`src/rtl/vcve2_pkg.sv`:
```
// Shared types and constants for the vcve2 vector unit.
// Holds LMUL encoding, AGU state type and VRF address-map helpers.
package vcve2_pkg;

  typedef enum logic [2:0] {
    LMUL_1    = 3'b000,
    LMUL_2    = 3'b001,
    LMUL_4    = 3'b010,
    LMUL_8    = 3'b011,
    LMUL_RSVD = 3'b100,
    LMUL_1_8  = 3'b101,
    LMUL_1_4  = 3'b110,
    LMUL_1_2  = 3'b111
  } vlmul_e;

  typedef enum logic [1:0] {
    AGU_IDLE,
    AGU_CALC,
    AGU_READY
  } agu_state_t;

  localparam logic [31:0] VRF_BASE_ADDR = 32'h1000_0000;

  // Bytes spanned by one register group; fractional groups never shrink below one beat.
  function automatic logic [31:0] agu_group_limit(vlmul_e lmul, logic [31:0] vlenb,
                                                  logic [31:0] step);
    logic [2:0]  l;
    logic [2:0]  sh;
    logic [31:0] frac;
    logic [31:0] res;
    l    = lmul;
    sh   = ~l + 3'd1;
    frac = vlenb >> sh;
    if (!l[2]) begin
      res = vlenb << l;
    end else if (frac < step) begin
      res = step;
    end else begin
      res = frac;
    end
    return res;
  endfunction

  function automatic logic agu_misaligned(vlmul_e lmul, logic [31:0] idx);
    logic [2:0]  l;
    logic [31:0] mask;
    l    = lmul;
    mask = (32'd1 << l) - 32'd1;
    return !l[2] && (l != 3'd0) && ((idx & mask) != 32'd0);
  endfunction

endpackage

```
`src/rtl/vcve2_vrf_agu_if.sv`:
```
// Request/response bundle between the VRF interface FSM and the AGU.
// master = FSM side, slave = AGU side.
interface vcve2_vrf_agu_if #(
  parameter int unsigned AddrWidth = 5
);
  import vcve2_pkg::*;

  logic                 load_i;
  logic [AddrWidth-1:0] raddr_a_i;
  logic [AddrWidth-1:0] raddr_b_i;
  logic [AddrWidth-1:0] waddr_i;
  vlmul_e               lmul_i;
  logic                 get_rs1_i;
  logic                 get_rs2_i;
  logic                 get_rd_noincr_i;
  logic                 get_rd_i;
  logic                 ready_o;
  logic [31:0]          data_addr_o;
  logic                 addr_err_o;

  modport master (
    output load_i, raddr_a_i, raddr_b_i, waddr_i, lmul_i,
           get_rs1_i, get_rs2_i, get_rd_noincr_i, get_rd_i,
    input  ready_o, data_addr_o, addr_err_o
  );

  modport slave (
    input  load_i, raddr_a_i, raddr_b_i, waddr_i, lmul_i,
           get_rs1_i, get_rs2_i, get_rd_noincr_i, get_rd_i,
    output ready_o, data_addr_o, addr_err_o
  );

endinterface

```
`src/rtl/vcve2_agu_ptr.sv`:
```
// One operand pointer: latched index, group base address, running beat offset
// and a flag recording that the offset has wrapped past the group end.
module vcve2_agu_ptr #(
  parameter int unsigned VLEN        = 128,
  parameter int unsigned PIPE_WIDTH  = 32,
  parameter int unsigned AddrWidth   = 5,
  parameter logic [31:0] VrfBaseAddr = vcve2_pkg::VRF_BASE_ADDR,
  parameter int unsigned OffW        = $clog2(VLEN) + 1
) (
  input  logic                 clk_i,
  input  logic                 rst_i,
  input  logic                 load_i,
  input  logic [AddrWidth-1:0] idx_i,
  input  logic                 calc_i,
  input  logic                 incr_i,
  input  logic [OffW-1:0]      limit_i,
  output logic [31:0]          addr_o,
  output logic                 wrap_o
);

  localparam int unsigned VlenbLog2 = $clog2(VLEN / 8);
  localparam logic [OffW:0] Step    = (OffW + 1)'(PIPE_WIDTH / 8);

  logic [AddrWidth-1:0] idx_q, idx_d;
  logic [31:0]          base_q, base_d;
  logic [OffW-1:0]      off_q, off_d;
  logic                 wrap_q, wrap_d;
  logic [OffW:0]        off_next;

  always_comb begin
    idx_d    = idx_q;
    base_d   = base_q;
    off_d    = off_q;
    wrap_d   = wrap_q;
    off_next = {1'b0, off_q} + Step;
    if (load_i) begin
      idx_d  = idx_i;
      off_d  = '0;
      wrap_d = 1'b0;
    end else begin
      if (calc_i) begin
        base_d = VrfBaseAddr + (32'(idx_q) << VlenbLog2);
      end
      if (incr_i) begin
        if (off_next >= {1'b0, limit_i}) begin
          off_d  = '0;
          wrap_d = 1'b1;
        end else begin
          off_d = off_next[OffW-1:0];
        end
      end
    end
  end

  always_ff @(posedge clk_i) begin
    if (rst_i) begin
      idx_q  <= '0;
      base_q <= '0;
      off_q  <= '0;
      wrap_q <= 1'b0;
    end else begin
      idx_q  <= idx_d;
      base_q <= base_d;
      off_q  <= off_d;
      wrap_q <= wrap_d;
    end
  end

  assign addr_o = base_q + 32'(off_q);
  assign wrap_o = wrap_q;

endmodule

```
`src/rtl/vcve2_vrf_agu.sv`:
```
// VRF address generation unit: load/calc/ready FSM, group limit, get priority
// mux and sticky misalignment/overrun error.
module vcve2_vrf_agu
  import vcve2_pkg::*;
#(
  parameter int unsigned VLEN        = 128,
  parameter int unsigned PIPE_WIDTH  = 32,
  parameter int unsigned AddrWidth   = 5,
  parameter logic [31:0] VrfBaseAddr = VRF_BASE_ADDR
) (
  input  logic           clk_i,
  input  logic           rst_i,
  vcve2_vrf_agu_if.slave agu
);

  localparam int unsigned OffW  = $clog2(VLEN) + 1;
  localparam logic [31:0] Vlenb = 32'(VLEN / 8);
  localparam logic [31:0] Step  = 32'(PIPE_WIDTH / 8);

  agu_state_t      state_q, state_d;
  vlmul_e          lmul_q, lmul_d;
  logic            misalign_q, misalign_d;
  logic [OffW-1:0] limit_q, limit_d;
  logic            err_q, err_d;

  logic        calc;
  logic        incr_a, incr_b, incr_d;
  logic [31:0] addr_a, addr_b, addr_d;
  logic        wrap_a, wrap_b, wrap_d;
  logic [31:0] data_addr;
  logic        hit_wrap;

  always_comb begin
    state_d    = state_q;
    lmul_d     = lmul_q;
    misalign_d = misalign_q;
    limit_d    = limit_q;
    err_d      = err_q;
    calc       = 1'b0;
    incr_a     = 1'b0;
    incr_b     = 1'b0;
    incr_d     = 1'b0;
    data_addr  = '0;
    hit_wrap   = 1'b0;

    case (state_q)
      AGU_CALC: begin
        calc    = 1'b1;
        limit_d = OffW'(agu_group_limit(lmul_q, Vlenb, Step));
        err_d   = err_q | misalign_q;
        state_d = AGU_READY;
      end
      AGU_READY: begin
        if (!agu.load_i) begin
          if (agu.get_rs1_i) begin
            data_addr = addr_a;
            incr_a    = 1'b1;
            hit_wrap  = wrap_a;
          end else if (agu.get_rs2_i) begin
            data_addr = addr_b;
            incr_b    = 1'b1;
            hit_wrap  = wrap_b;
          end else if (agu.get_rd_noincr_i) begin
            data_addr = addr_d;
            hit_wrap  = wrap_d;
          end else if (agu.get_rd_i) begin
            data_addr = addr_d;
            incr_d    = 1'b1;
            hit_wrap  = wrap_d;
          end
        end
        if (hit_wrap) begin
          err_d = 1'b1;
        end
      end
      default: ;
    endcase

    // Load overrides everything above, from any state; misalignment is
    // captured now and folded into the error during CALC.
    if (agu.load_i) begin
      state_d    = AGU_CALC;
      lmul_d     = agu.lmul_i;
      misalign_d = agu_misaligned(agu.lmul_i, 32'(agu.raddr_a_i)) |
                   agu_misaligned(agu.lmul_i, 32'(agu.raddr_b_i)) |
                   agu_misaligned(agu.lmul_i, 32'(agu.waddr_i));
      err_d      = 1'b0;
    end
  end

  always_ff @(posedge clk_i) begin
    if (rst_i) begin
      state_q    <= AGU_IDLE;
      lmul_q     <= LMUL_1;
      misalign_q <= 1'b0;
      limit_q    <= '0;
      err_q      <= 1'b0;
    end else begin
      state_q    <= state_d;
      lmul_q     <= lmul_d;
      misalign_q <= misalign_d;
      limit_q    <= limit_d;
      err_q      <= err_d;
    end
  end

  vcve2_agu_ptr #(
    .VLEN        (VLEN),
    .PIPE_WIDTH  (PIPE_WIDTH),
    .AddrWidth   (AddrWidth),
    .VrfBaseAddr (VrfBaseAddr),
    .OffW        (OffW)
  ) u_ptr_a (
    .clk_i   (clk_i),
    .rst_i   (rst_i),
    .load_i  (agu.load_i),
    .idx_i   (agu.raddr_a_i),
    .calc_i  (calc),
    .incr_i  (incr_a),
    .limit_i (limit_q),
    .addr_o  (addr_a),
    .wrap_o  (wrap_a)
  );

  vcve2_agu_ptr #(
    .VLEN        (VLEN),
    .PIPE_WIDTH  (PIPE_WIDTH),
    .AddrWidth   (AddrWidth),
    .VrfBaseAddr (VrfBaseAddr),
    .OffW        (OffW)
  ) u_ptr_b (
    .clk_i   (clk_i),
    .rst_i   (rst_i),
    .load_i  (agu.load_i),
    .idx_i   (agu.raddr_b_i),
    .calc_i  (calc),
    .incr_i  (incr_b),
    .limit_i (limit_q),
    .addr_o  (addr_b),
    .wrap_o  (wrap_b)
  );

  vcve2_agu_ptr #(
    .VLEN        (VLEN),
    .PIPE_WIDTH  (PIPE_WIDTH),
    .AddrWidth   (AddrWidth),
    .VrfBaseAddr (VrfBaseAddr),
    .OffW        (OffW)
  ) u_ptr_d (
    .clk_i   (clk_i),
    .rst_i   (rst_i),
    .load_i  (agu.load_i),
    .idx_i   (agu.waddr_i),
    .calc_i  (calc),
    .incr_i  (incr_d),
    .limit_i (limit_q),
    .addr_o  (addr_d),
    .wrap_o  (wrap_d)
  );

  assign agu.ready_o     = (state_q == AGU_READY);
  assign agu.data_addr_o = data_addr;
  assign agu.addr_err_o  = err_q;

endmodule

```
`src/flat_wrapper.sv`:
```
// flat-port wrapper written by rule: the top's interface ports become plain ports
module vcve2_vrf_agu_flat import vcve2_pkg::*;
#(
  parameter int unsigned VLEN        = 128,
  parameter int unsigned PIPE_WIDTH  = 32,
  parameter int unsigned AddrWidth   = 5,
  parameter logic [31:0] VrfBaseAddr = VRF_BASE_ADDR
)
  (clk_i, rst_i, agu_load_i, agu_raddr_a_i, agu_raddr_b_i, agu_waddr_i, agu_lmul_i, agu_get_rs1_i, agu_get_rs2_i, agu_get_rd_noincr_i, agu_get_rd_i, agu_ready_o, agu_data_addr_o, agu_addr_err_o);
  vcve2_vrf_agu_if #(.AddrWidth(AddrWidth)) agu_i ();
  input  logic clk_i;
  input  logic rst_i;
  input wire logic [$bits(agu_i.load_i)-1:0] agu_load_i;
  input wire logic [$bits(agu_i.raddr_a_i)-1:0] agu_raddr_a_i;
  input wire logic [$bits(agu_i.raddr_b_i)-1:0] agu_raddr_b_i;
  input wire logic [$bits(agu_i.waddr_i)-1:0] agu_waddr_i;
  input wire logic [$bits(agu_i.lmul_i)-1:0] agu_lmul_i;
  input wire logic [$bits(agu_i.get_rs1_i)-1:0] agu_get_rs1_i;
  input wire logic [$bits(agu_i.get_rs2_i)-1:0] agu_get_rs2_i;
  input wire logic [$bits(agu_i.get_rd_noincr_i)-1:0] agu_get_rd_noincr_i;
  input wire logic [$bits(agu_i.get_rd_i)-1:0] agu_get_rd_i;
  output wire logic [$bits(agu_i.ready_o)-1:0] agu_ready_o;
  output wire logic [$bits(agu_i.data_addr_o)-1:0] agu_data_addr_o;
  output wire logic [$bits(agu_i.addr_err_o)-1:0] agu_addr_err_o;
  assign agu_i.load_i = agu_load_i;
  assign agu_i.raddr_a_i = agu_raddr_a_i;
  assign agu_i.raddr_b_i = agu_raddr_b_i;
  assign agu_i.waddr_i = agu_waddr_i;
  assign agu_i.lmul_i = agu_lmul_i;
  assign agu_i.get_rs1_i = agu_get_rs1_i;
  assign agu_i.get_rs2_i = agu_get_rs2_i;
  assign agu_i.get_rd_noincr_i = agu_get_rd_noincr_i;
  assign agu_i.get_rd_i = agu_get_rd_i;
  assign agu_ready_o = agu_i.ready_o;
  assign agu_data_addr_o = agu_i.data_addr_o;
  assign agu_addr_err_o = agu_i.addr_err_o;
  vcve2_vrf_agu #(.VLEN(VLEN), .PIPE_WIDTH(PIPE_WIDTH), .AddrWidth(AddrWidth), .VrfBaseAddr(VrfBaseAddr)) u_core (.clk_i(clk_i), .rst_i(rst_i), .agu(agu_i));
endmodule
```
`config.mk`:
```
export PLATFORM = sky130hd
export DESIGN_NAME = vcve2_vrf_agu_flat
export DESIGN_NICKNAME = d
export VERILOG_FILES = /design/src/rtl/vcve2_pkg.sv /design/src/rtl/vcve2_vrf_agu_if.sv /design/src/rtl/vcve2_agu_ptr.sv /design/src/rtl/vcve2_vrf_agu.sv /design/src/flat_wrapper.sv
export SDC_FILE = /design/constraint.sdc
export NUM_CORES = 1
export LEC_CHECK = 0
export BUFFER_PORTS_ARGS = -buffer_cell sky130_fd_sc_hd__buf_2
export CAP_MARGIN = 0
export CORE_MARGIN = 3
export CORE_UTILIZATION = 44
export DETAILED_ROUTE_END_ITERATION = 10
export SLEW_MARGIN = 20
export SYNTH_ARGS = -nofsm -noshare
export SYNTH_HDL_FRONTEND = slang
export SYNTH_HIERARCHICAL = 1
export SYNTH_SLANG_ARGS = --single-unit
```
`constraint.sdc`:
```
create_clock -name clk_i -period 4.6 [get_ports clk_i]
set_input_delay 0.69 -clock clk_i [delete_from_list [all_inputs] [get_ports clk_i]]
set_output_delay 0.69 -clock clk_i [all_outputs]
set_load 0.05 [all_outputs]
```
Word level (Yosys, flattened, before mapping)
Cells that the tools add are included.

operators by class
  eq/ne operators = 3
  muxes and demuxes = 35
  $lt $le $gt $ge = 4
  bitwise gates (word level) = 8
  $add $sub $neg = 11
  reduce and logical (&&, ||, !) cells = 17
  shift operators = 3

operators by type and width
  cell                                                                            count
  32-bit 2-to-1 mux                                                               6
  32-bit by 8-bit adder with 32-bit output                                        3
  5-bit by 32-bit bitwise AND with 32-bit output                                  3
  32-bit nonzero test                                                             3
  29-bit by 9-bit adder with 30-bit output (first input constant)                 3
  8-bit 2-to-1 mux                                                                5
  32-bit by 3-bit less-than comparator with 1-bit output (second input constant)  1
  1-bit by 3-bit << shifter with 32-bit output (first input constant)             1
  5-bit by 3-bit >> shifter with 32-bit output (first input constant)             1
  32-bit by 1-bit subtractor with 32-bit output (second input constant)           1
  8-bit by 3-bit adder with 9-bit output (second input constant)                  3
  9-bit by 8-bit greater-or-equal comparator with 1-bit output                    3
  1-bit 2-to-1 mux                                                                23
  2-bit AND reduction                                                             5
  5-bit by 3-bit << shifter with 8-bit output (first input constant)              1
  1-bit logical AND                                                               4
  2-bit nonzero test                                                              2
  3-bit by 1-bit adder with 3-bit output (second input constant)                  1
  3-bit NOT                                                                       1
  1-bit bitwise OR                                                                3
  3-bit nonzero test                                                              1
  2-bit by 1-bit == test with 1-bit output (second input constant)                1
  2-bit == test (second input constant)                                           1
  2-bit by 1-bit != test with 1-bit output (second input constant)                1
  other kinds (4)                                                                 4

word-level totals
  input bits = 25
  logic and storage cells = 99
  register bits after elaboration = 153

Longest topological paths before layout
Gate-level depths: netlist of run 1.

  word-level depth = 8
  mapped depth = 9
  depth with buffers taken out = 9

By module
Netlist of run 1, hierarchy kept.

by module, submodules not included
  module         cells an instance  instances  area an instance (um^2)
  vcve2_agu_ptr  138                3          1262.5
  vcve2_vrf_agu  179                1          1340.0

Worst setup path before layout of run 1
Ideal clock, no wire load.

  path kind = in2out
  start point = input agu_load_i
  end point = output agu_data_addr_o[2]
  data arrival time = 2.153 ns
  slack = 1.757 ns
  cell stages on the path = 5
  buffers on the path = 3
  required time = 3.910 ns
  cells stage by stage = buf_6 or3b_1 buf_6 buf_4 nor2_1

between the ends
  cells in the longest elaborated chain, start to end = 2

RTL lines
  element             line                 RTL
  start: declaration  flat_wrapper.sv:13   input wire logic [$bits(agu_i.load_i)-1:0] agu_load_i;
  32-bit 2-to-1 mux   vcve2_vrf_agu.sv:54  if (!agu.load_i) begin
  32-bit 2-to-1 mux   vcve2_vrf_agu.sv:46  case (state_q)
  end: declaration    flat_wrapper.sv:23   output wire logic [$bits(agu_i.data_addr_o)-1:0] agu_data_addr_o;

Every way passes these cells.

Worst setup path in the final report of run 1
  start point = input agu_get_rs1_i
  end point = output agu_data_addr_o[28]

between the ends
  cells in the longest elaborated chain, start to end = 3

RTL lines
  element             line                 RTL
  start: declaration  flat_wrapper.sv:18   input wire logic [$bits(agu_i.get_rs1_i)-1:0] agu_get_rs1_i;
  32-bit 2-to-1 mux   vcve2_vrf_agu.sv:55  if (agu.get_rs1_i) begin
  32-bit 2-to-1 mux   vcve2_vrf_agu.sv:54
  32-bit 2-to-1 mux   vcve2_vrf_agu.sv:46

Every way passes these cells.

==> results.toml, run 1 <==
[outcome]
outcome = "finished clean"

[clocking]
cts_setup_buffers = 0
cts_resized = 0
clk_latency_ns = 0.33
cts_made_buffers = 9
postCtsHoldBufs = 0
clk_root_buffer_cell = "clkbuf_16"
clk_pin_slew_ns = 0.05
cts_tree = "done"
cts.sinks = 69
cts_buffer_depth = 2
cts_htree_levels = 3

[place]
gp_congestion = 0.8591
place_ws_ns = 1.385
hpwl_microns = 8949
dp_cells = 733
portBuffers = 35

[run]
maxCapViolations = 0

[grt]
grt_overflow = 0
grt_pass1_wl_microns = 18930
grt_use_total_pct = 18.50
grt_max_degree = 40
antenna_found_initial = 0
grt_pass1_vias = 3745

[synth]
yosys.area_share.simple_pct = 16.84
synth_common_cells = "nor2_1, buf_4, dfxtp_1, inv_1, mux2i_1"
synth-seq-cells = 69
synth_area_leaders = "dfxtp_1, buf_4, ha_1, mux2i_1, a222oi_1"
synthXorXnorAreaFrac_pct = 3.587
synth_top_family_by_area = "buffers and inverters"
syn_area_sq_um = 5127
synth_top_area_cell = "dfxtp_1"
synth_compound_area_share_pct = 17.28
yosys_warnings = 6
synth_flop_cell = "dfxtp_1"
synthCells = 593
synth.avg_cell_area_sq_um = 8.647
ys_async_sr_fraction_pct = 0
synth.top_cell.area_share_pct = 26.94
synth_mux_area_share_pct = 7.223
ys_seq_area_share_pct = 26.94
synth.most_common_cell = "nor2_1"
synth.distinct_cells = 47
synth_enable_flop_cells = 0
synthAdderAreaFrac_pct = 9.956

[timing]
post-route-period-util_pct = 70.79
tightest_slew_ns = 0.9795
setup_viol = 0
setup_tns_ns = 0
hold_viol = 0
slew_headroom_pct = 34.46
rsz0062_at_grt = "false"
min_period_ns = 3.256
fmax_ghz = 0.3071
fin_ws_ns = 1.344
skew_ns = 0.004644
finalMaxSlewViolations = 0

[layout]
stdcell_count = 748
final_layout_size_suffix_gt1_share_pct = 11.02
syn_to_final_growth_pct = 3.709
fill_cells = 1104
register_area_sq_um = 1381
n_antenna_cell = 0
nets = 668
multiInputGateArea_sq_um = 3082

[setup_path]
rrSetupSlack_ns = 1.93
r2r-start = "u_core/state_q[1]"
r2r_end = "u_core/u_ptr_a/off_q[6]"
startpoint = "agu_get_rs1_i"
crit_path_max_fanout = 39
endpoint = "agu_data_addr_o[28]"
startpoint_type = "primary input"
cp.arrival_ns = 2.57
worstSetupPathType = "in2out"
worstRegToRegCells = 7
endpoint_kind = "primary output"
cp.required_ns = 3.91

[floorplanning]
boundaryPins = 59
die_h_microns = 114.0
die_area_sq_um = 12980
rows = 38
coreArea_sq_um = 11130
initial_core_util_pct = 46.09
die_x_microns = 114.0

[drt]
via_count = 3973
ant_nets = 0
drt_iter0_drc = 405
drc = 0
routed_wl_microns = 11840
firstDrtPassIters = 8
vias_per_cell = 5.311
routedWlPerCell_microns = 15.83

[power]
vdd_ir_drop_max_mv = 0.2034
power.total_uw = 1486
leakage_uw = 0.002467
cellPowerDensity_nw_per_um2 = 279.4

[min_path]
holdPathStages = 2
min_path_type = "reg2reg"
## area by class of cell
type / instances / area share [%]
Sequential cell: 69 / 25.98
Tap cell: 140 / 3.294
Inverter: 46 / 3.247
Clock inverter: 1 / 0.5647
Multi-Input combinational cell: 438 / 57.95
Clock buffer: 14 / 4.965
Timing Repair Buffer: 40 / 4.000
## layout by cell type, fill, tap and decap left out, types with 4 or more instances in the layout
cell,n
nor2_1,81
dfxtp_1,69
conb_1,69
inv_1,46
mux2i_1,37
ha_1,36
buf_2,35
a222oi_1,32
a21oi_1,22
xnor2_1,15
nand2_1,13
a21o_1,12
a22o_1,12
nand3_1,10
clkbuf_16,9
nand4_1,9
and3_1,9
nor3_1,7
nand2b_1,6
xor2_1,6
o21ai_1,6
nor2b_1,5
buf_4,5
o21a_1,4
nor4_1,4
## state kept, by name, indices dropped and copies added, names as in the netlist
register / cells
u_core/agu.addr_err_o: 1
u_core/limit_q: 8
u_core/lmul_q: 3
u_core/misalign_q: 1
u_core/state_q: 2
u_core/u_ptr_a/base_q: 6
u_core/u_ptr_a/idx_q: 5
u_core/u_ptr_a/off_q: 6
u_core/u_ptr_a/wrap_o: 1
u_core/u_ptr_b/base_q: 6
u_core/u_ptr_b/idx_q: 5
u_core/u_ptr_b/off_q: 6
u_core/u_ptr_b/wrap_o: 1
u_core/u_ptr_d/base_q: 6
u_core/u_ptr_d/idx_q: 5
u_core/u_ptr_d/off_q: 6
u_core/u_ptr_d/wrap_o: 1
## critical path: stages
cell      delay, ns
buf_2          0.36
nor3_4         0.86
a222oi_1       0.24
nor2_1         0.14
buf_2          0.27
## layer usage
metal / share of wire, % / track usage [%] / wire length, microns
met5: 0 / 0 / 0
met4: 2.8 / 8.314 / 329
met3: 4.3 / 2.334 / 510
met2: 47 / 30.60 / 5517
met1: 46 / 24.08 / 5485
## worst min path at each step
stage	from	end	slack (ns)
after floorplan	u_core/u_ptr_a/base_q[28]	u_core/u_ptr_a/base_q[28]	0.42
after global placement	u_core/u_ptr_b/base_q[28]	u_core/u_ptr_b/base_q[28]	0.44
after detailed placement	u_core/u_ptr_a/base_q[28]	u_core/u_ptr_a/base_q[28]	0.45
after CTS	u_core/u_ptr_b/base_q[28]	u_core/u_ptr_b/base_q[28]	0.45
after global routing	u_core/u_ptr_b/base_q[28]	u_core/u_ptr_b/base_q[28]	0.48
final	u_core/u_ptr_b/base_q[28]	u_core/u_ptr_b/base_q[28]	0.45
## cell families (layout without fill, tap and decap cells)
group	count (synthesis)	count (layout)
AOI/OAI and AO/OA	105	105
xor gates and xnor gates	21	21
adders and majority gates	39	39
buffers and inverters	152	101
DFF	69	69
muxes	37	37
other	3	69
and+or+nand+nor	167	167
## per-stage QoR
stage | utilization [%] | cell area, sq um | hold slack (ns)
2_1_floorplan | - | 5375 | 0.4198
3_3_place_gp | 45.15 | 5024 | 0.4416
3_5_place_dp | 45.15 | 5024 | 0.4456
4_1_cts | 47.80 | 5318 | 0.4537
5_1_grt | 47.80 | 5318 | 0.4807
6_report | 47.80 | 5318 | 0.4499
## power breakdown
part	internal, uW	total (uW)	switching, uW
sequential	614	627	13.0
combinational	60.2	163	103
clock	447	695	248
total	1120	1490	364
Note: power is estimated with default switching activity, not from simulation.
==> inputs of run 2 (changes only) <==
Clock period 4.6 ns to 3.15 ns, I/O delays scaled along.
==> results.toml, run 2 (same netlist as run 1, synthesis figures left out) <==
[outcome]
outcome = "finished clean"

[setup_path]
r2r-start = "u_core/u_ptr_d/off_q[2]"
rrSetupSlack_ns = 0.54
crit_path_max_fanout = 6
worstRegToRegCells = 8
endpoint_kind = "primary output"
cp.required_ns = 2.68
r2r_end = "u_core/u_ptr_d/off_q[3]"
cp.arrival_ns = 2.45
startpoint_type = "flop"
worstSetupPathType = "reg2out"

[drt]
vias_per_cell = 5.299
drc = 0
via_count = 3985
drt_iter0_drc = 346
ant_nets = 0
routed_wl_microns = 11620
routedWlPerCell_microns = 15.45
firstDrtPassIters = 6

[place]
gp_congestion = 0.8623
portBuffers = 35
hpwl_microns = 8904
dp_cells = 737

[layout]
final_cell_mix = "nor2_1, dfxtp_1, conb_1, inv_1, mux2i_1"
syn_to_final_growth_pct = 4.710
final_common_cell = "nor2_1"
stdcell_count = 752
largest_reg_flops = 8
n_antenna_cell = 0
final_layout_size_suffix_gt1_share_pct = 11.93
regMostFlops = "u_core/limit_q"
fill_cells = 1097
nets = 672

[grt]
met1_usage_pct = 24.08
grt_overflow = 0
grt_pass1_wl_microns = 19130
grt_util_met2_pct = 31.11
grt_use_total_pct = 18.71
antenna_found_initial = 0
grt_util_met3_pct = 2.493
grt.busiest_layer = "met2"
grt_max_degree = 35
grt_pass1_vias = 3806

[run]
maxCapViolations = 0

[power]
cellPowerDensity_nw_per_um2 = 415.6
vdd_ir_drop_max_mv = 0.2402
leakage_uw = 0.002496

[min_path]
min_to = "u_core/u_ptr_d/idx_q[3]"
min_path_type = "in2reg"
holdPathStages = 3
hp-start = "agu_waddr_i[3]"

[timing]
fin_hold_ws_ns = 0.3821
min_period_ns = 2.925
slew_headroom_pct = 38.03
setup_viol = 0
tightest_slew_ns = 0.9261
finalMaxSlewViolations = 0
rsz0062_at_grt = "false"
fmax_ghz = 0.3419
skew_ns = 0.003701
setup_tns_ns = 0
post-route-period-util_pct = 92.85
hold_viol = 0

[floorplanning]
coreArea_sq_um = 11130
rows = 38
initial_core_util_pct = 46.09
die_x_microns = 114.0
die_h_microns = 114.0
boundaryPins = 59
die_area_sq_um = 12980

[clocking]
clk_root_buffer_cell = "clkbuf_16"
cts_buffer_depth = 2
clk_pin_slew_ns = 0.06
cts_made_buffers = 9
cts_resized = 0
cts_tree = "done"
clk_latency_ns = 0.33
cts_setup_buffers = 0
postCtsHoldBufs = 0
cts_htree_levels = 3
cts.sinks = 69
-- run 2: routing by layer --
| metal | routed length [microns] | vias up |
|---|---|---|
| li1 | - | 1996 |
| met1 | 5363 | 1857 |
| met2 | 5443 | 111 |
| met3 | 498 | 21 |
| met4 | 312 | 0 |
| met5 | 0 | - |
-- run 2: final cells by class --
cell class	instances	area [sq um]	share of cell area, %
Multi-Input combinational cell	438	3082	57.40
Clock buffer	11	242.7	4.521
Tap cell	140	175.2	3.263
Clock inverter	4	72.57	1.352
Timing Repair Buffer	44	242.7	4.521
Sequential cell	69	1381	25.73
Inverter	46	172.7	3.216
-- run 2: critical path, cell delays in order, from the launching register on --
cell	delay (ns)
dfxtp_1	0.44
ha_1	0.22
inv_1	0.06
fa_1	0.40
inv_1	0.07
a21o_1	0.11
a21oi_1	0.07
xnor2_1	0.13
a222oi_1	0.35
nor2_1	0.07
buf_2	0.22
-- run 2: metrics by stage --
| stage | utilization [%] | setup slack, ns | instance area [sq um] | total power, uW |
|---|---|---|---|---|
| 3_5_place_dp | 45.42 | 0.3967 | 5054 | 1168 |
| 3_3_place_gp | 45.42 | 0.4914 | 5054 | 1162 |
| 6_report | 48.26 | 0.2252 | 5369 | 2232 |
| 5_1_grt | 48.26 | 0.008653 | 5369 | 2327 |
| 2_1_floorplan | - | 0.5424 | 5375 | 1170 |
| 4_1_cts | 48.26 | 0.2093 | 5369 | 2254 |
-- run 2: worst max-delay path by stage --
stage | from | end | slack, ns | cells after the start
5_1_grt | u_core/u_ptr_a/off_q[4] | agu_data_addr_o[8] | 0.009 | 10
3_5_place_dp | agu_load_i | u_core/u_ptr_b/off_q[3] | 0.40 | 7
2_1_floorplan | u_core/u_ptr_a/off_q[4] | agu_data_addr_o[8] | 0.54 | 9
3_3_place_gp | agu_load_i | u_core/u_ptr_b/off_q[5] | 0.49 | 7
6_report | u_core/u_ptr_a/off_q[4] | agu_data_addr_o[8] | 0.23 | 10
4_1_cts | u_core/u_ptr_a/off_q[4] | agu_data_addr_o[8] | 0.21 | 10
-- run 2: power breakdown --
part	leakage, uW	internal [uW]	switching, uW	total [uW]
Clock	0.000152	709	369	1080
Sequential	0.000561	897	18.9	916
Combinational	0.00178	89.4	149	239
==> inputs of run 3 (changes only) <==
Settings changed: ABC_AREA set to 1, CORE_ASPECT_RATIO set to 1.2.
==> results.toml, run 3 <==
[clocking]
cts.sinks = 69
cts_resized = 0
cts_tree = "done"
cts_htree_levels = 3
cts_setup_buffers = 0
cts_buffer_depth = 2
clk_latency_ns = 0.33
cts_made_buffers = 9
postCtsHoldBufs = 0
clk_pin_slew_ns = 0.05
clk_root_buffer_cell = "clkbuf_16"

[floorplanning]
coreArea_sq_um = 12220
initial_core_util_pct = 45.52
boundaryPins = 59
die_h_microns = 129.2
die_area_sq_um = 14030
die_x_microns = 108.6
rows = 44

[layout]
final_common_cell = "nand2_1"
nets = 860
final_cell_mix = "nand2_1, inv_1, nand3_1, nor2_1"
regMostFlops = "u_core/limit_q"
syn_to_final_growth_pct = 3.441
n_antenna_cell = 0
largest_reg_flops = 8
stdcell_count = 961
final_util_pct = 47.08
final_layout_size_suffix_gt1_share_pct = 13.38

[synth]
synth_top_area_cell = "dfxtp_1"
synth_enable_flop_cells = 0
synth.avg_cell_area_sq_um = 7.114
synth.top_cell.area_share_pct = 24.83
yosys_warnings = 6
synth_area_leaders = "dfxtp_1, buf_4, ha_1, nand3_1, nand2_1"
synth_common_cells = "nand2_1, inv_1, nand3_1, nor2_1, buf_4"
synthCells = 782
synth.distinct_cells = 38
syn_area_sq_um = 5563
synth.most_common_cell = "nand2_1"
synth_flop_cell = "dfxtp_1"
synth-seq-cells = 69
ys_async_sr_fraction_pct = 0
ys_seq_area_share_pct = 24.83

[grt]
grt_use_total_pct = 19.58
grt_max_degree = 37
grt_pass1_vias = 4561
antenna_found_initial = 0
grt_overflow = 0
grt_pass1_wl_microns = 21690

[setup_path]
r2r_end = "u_core/u_ptr_b/off_q[5]"
worstPathCellList = "ha_1 -> inv_1 -> fa_1 -> o21ai_0 -> xor2_1 -> nand2_1 -> a31oi_1 -> buf_2"
r2r-start = "u_core/u_ptr_b/off_q[2]"
crit_path_max_incr_delay_ns = 0.44
worstRegToRegCells = 13
crit_cells = 8
cp.required_ns = 2.68
rrSetupSlack_ns = 1.03
startpoint = "u_core/u_ptr_a/off_q[4]"
worstSetupPathType = "reg2out"
critPathSlowestCell = "dfxtp_1"
path_delay_family = "adder cells"
crit_buf_inv = 2
cp.arrival_ns = 2.51
crit_path_max_fanout = 7
endpoint = "agu_data_addr_o[8]"
endpoint_kind = "primary output"
startpoint_type = "flop"

[run]
maxCapViolations = 0

[place]
hpwl_microns = 10170
gp_congestion = 0.9111
dp_cells = 946
portBuffers = 35

[timing]
post-route-period-util_pct = 94.62
setup_viol = 0
setup_tns_ns = 0
tightest_slew_ns = 1.171
finalMaxSlewViolations = 0
min_period_ns = 2.981
slew_headroom_pct = 21.57
fmax_ghz = 0.3355
skew_ns = 0.004027
hold_viol = 0
rsz0062_at_grt = "false"

[drt]
vias_per_cell = 4.977
drt_iter0_drc = 351
firstDrtPassIters = 4
drc = 0
routed_wl_microns = 13290
ant_nets = 0
via_count = 4783
routedWlPerCell_microns = 13.83

[outcome]
outcome = "finished clean"

[power]
leakage_uw = 0.002502
cellPowerDensity_nw_per_um2 = 387.0
vdd_ir_drop_max_mv = 0.2704

[min_path]
min_path_type = "in2reg"
run 3: cell type report:
type,count,area [sq um]
clock buffer,11,242.7
clock inverter,4,48.80
fill,1263,6467
timing repair buffer,43,235.2
inverter,92,355.3
tap,161,201.4
multi-input combinational,581,3289
sequential,69,1381
run 3: how the worst min path moves through the flow:
stage,startpoint,to,cells after the start
final,agu_waddr_i[4],u_core/u_ptr_d/idx_q[4],3
after global routing,agu_raddr_b_i[4],u_core/u_ptr_b/idx_q[4],3
after CTS,agu_raddr_a_i[2],u_core/u_ptr_a/idx_q[2],3
after detailed placement,u_core/u_ptr_d/wrap_o,u_core/u_ptr_d/wrap_o,2
after global placement,u_core/misalign_q,u_core/misalign_q,2
after floorplan,u_core/misalign_q,u_core/misalign_q,2
run 3: worst min-delay path, stage by stage:
cell and delay, ns:
buf_2 0.09, nor2_1 0.04, nor3_1 0.10
run 3: kinds of logic (layout without fill, tap and decap cells):
family	after synthesis	count (layout)	share of synthesized area, %
AOI/OAI and AO/OA	92	92	10.26
buffers and inverters	198	150	20.49
muxes	9	9	1.619
xor gates and xnor gates	21	21	3.306
adders and majority gates	39	39	9.177
other	3	69	0.2024
DFF	69	69	24.83
and+or+nand+nor	351	351	30.12
run 3: per-layer routing:
layer,global-route usage [%],wire [microns]
met5,0,0
met4,8.024,337
met3,3.039,583
met2,35.39,6575
met1,22.90,5796
run 3: through the flow:
stage | power [uW] | instance area (sq um) | setup WS [ns] | hold WS (ns)
after floorplan | 1238 | 5811 | 0.3709 | 0.4183
after global placement | 1240 | 5463 | 0.5229 | 0.4358
after detailed placement | 1247 | 5463 | 0.5314 | 0.4370
after CTS | 2248 | 5754 | 0.1583 | 0.4134
after global routing | 2326 | 5754 | 0.03542 | 0.4374
final | 2227 | 5754 | 0.1693 | 0.4279
run 3: power by group:
| group | switching [uW] | total (uW) | internal, uW |
|---|---|---|---|
| sequential | 21.2 | 927 | 906 |
| combinational | 209 | 305 | 95.8 |
| clock | 366 | 994 | 628 |
| total | 596 | 2230 | 1630 |
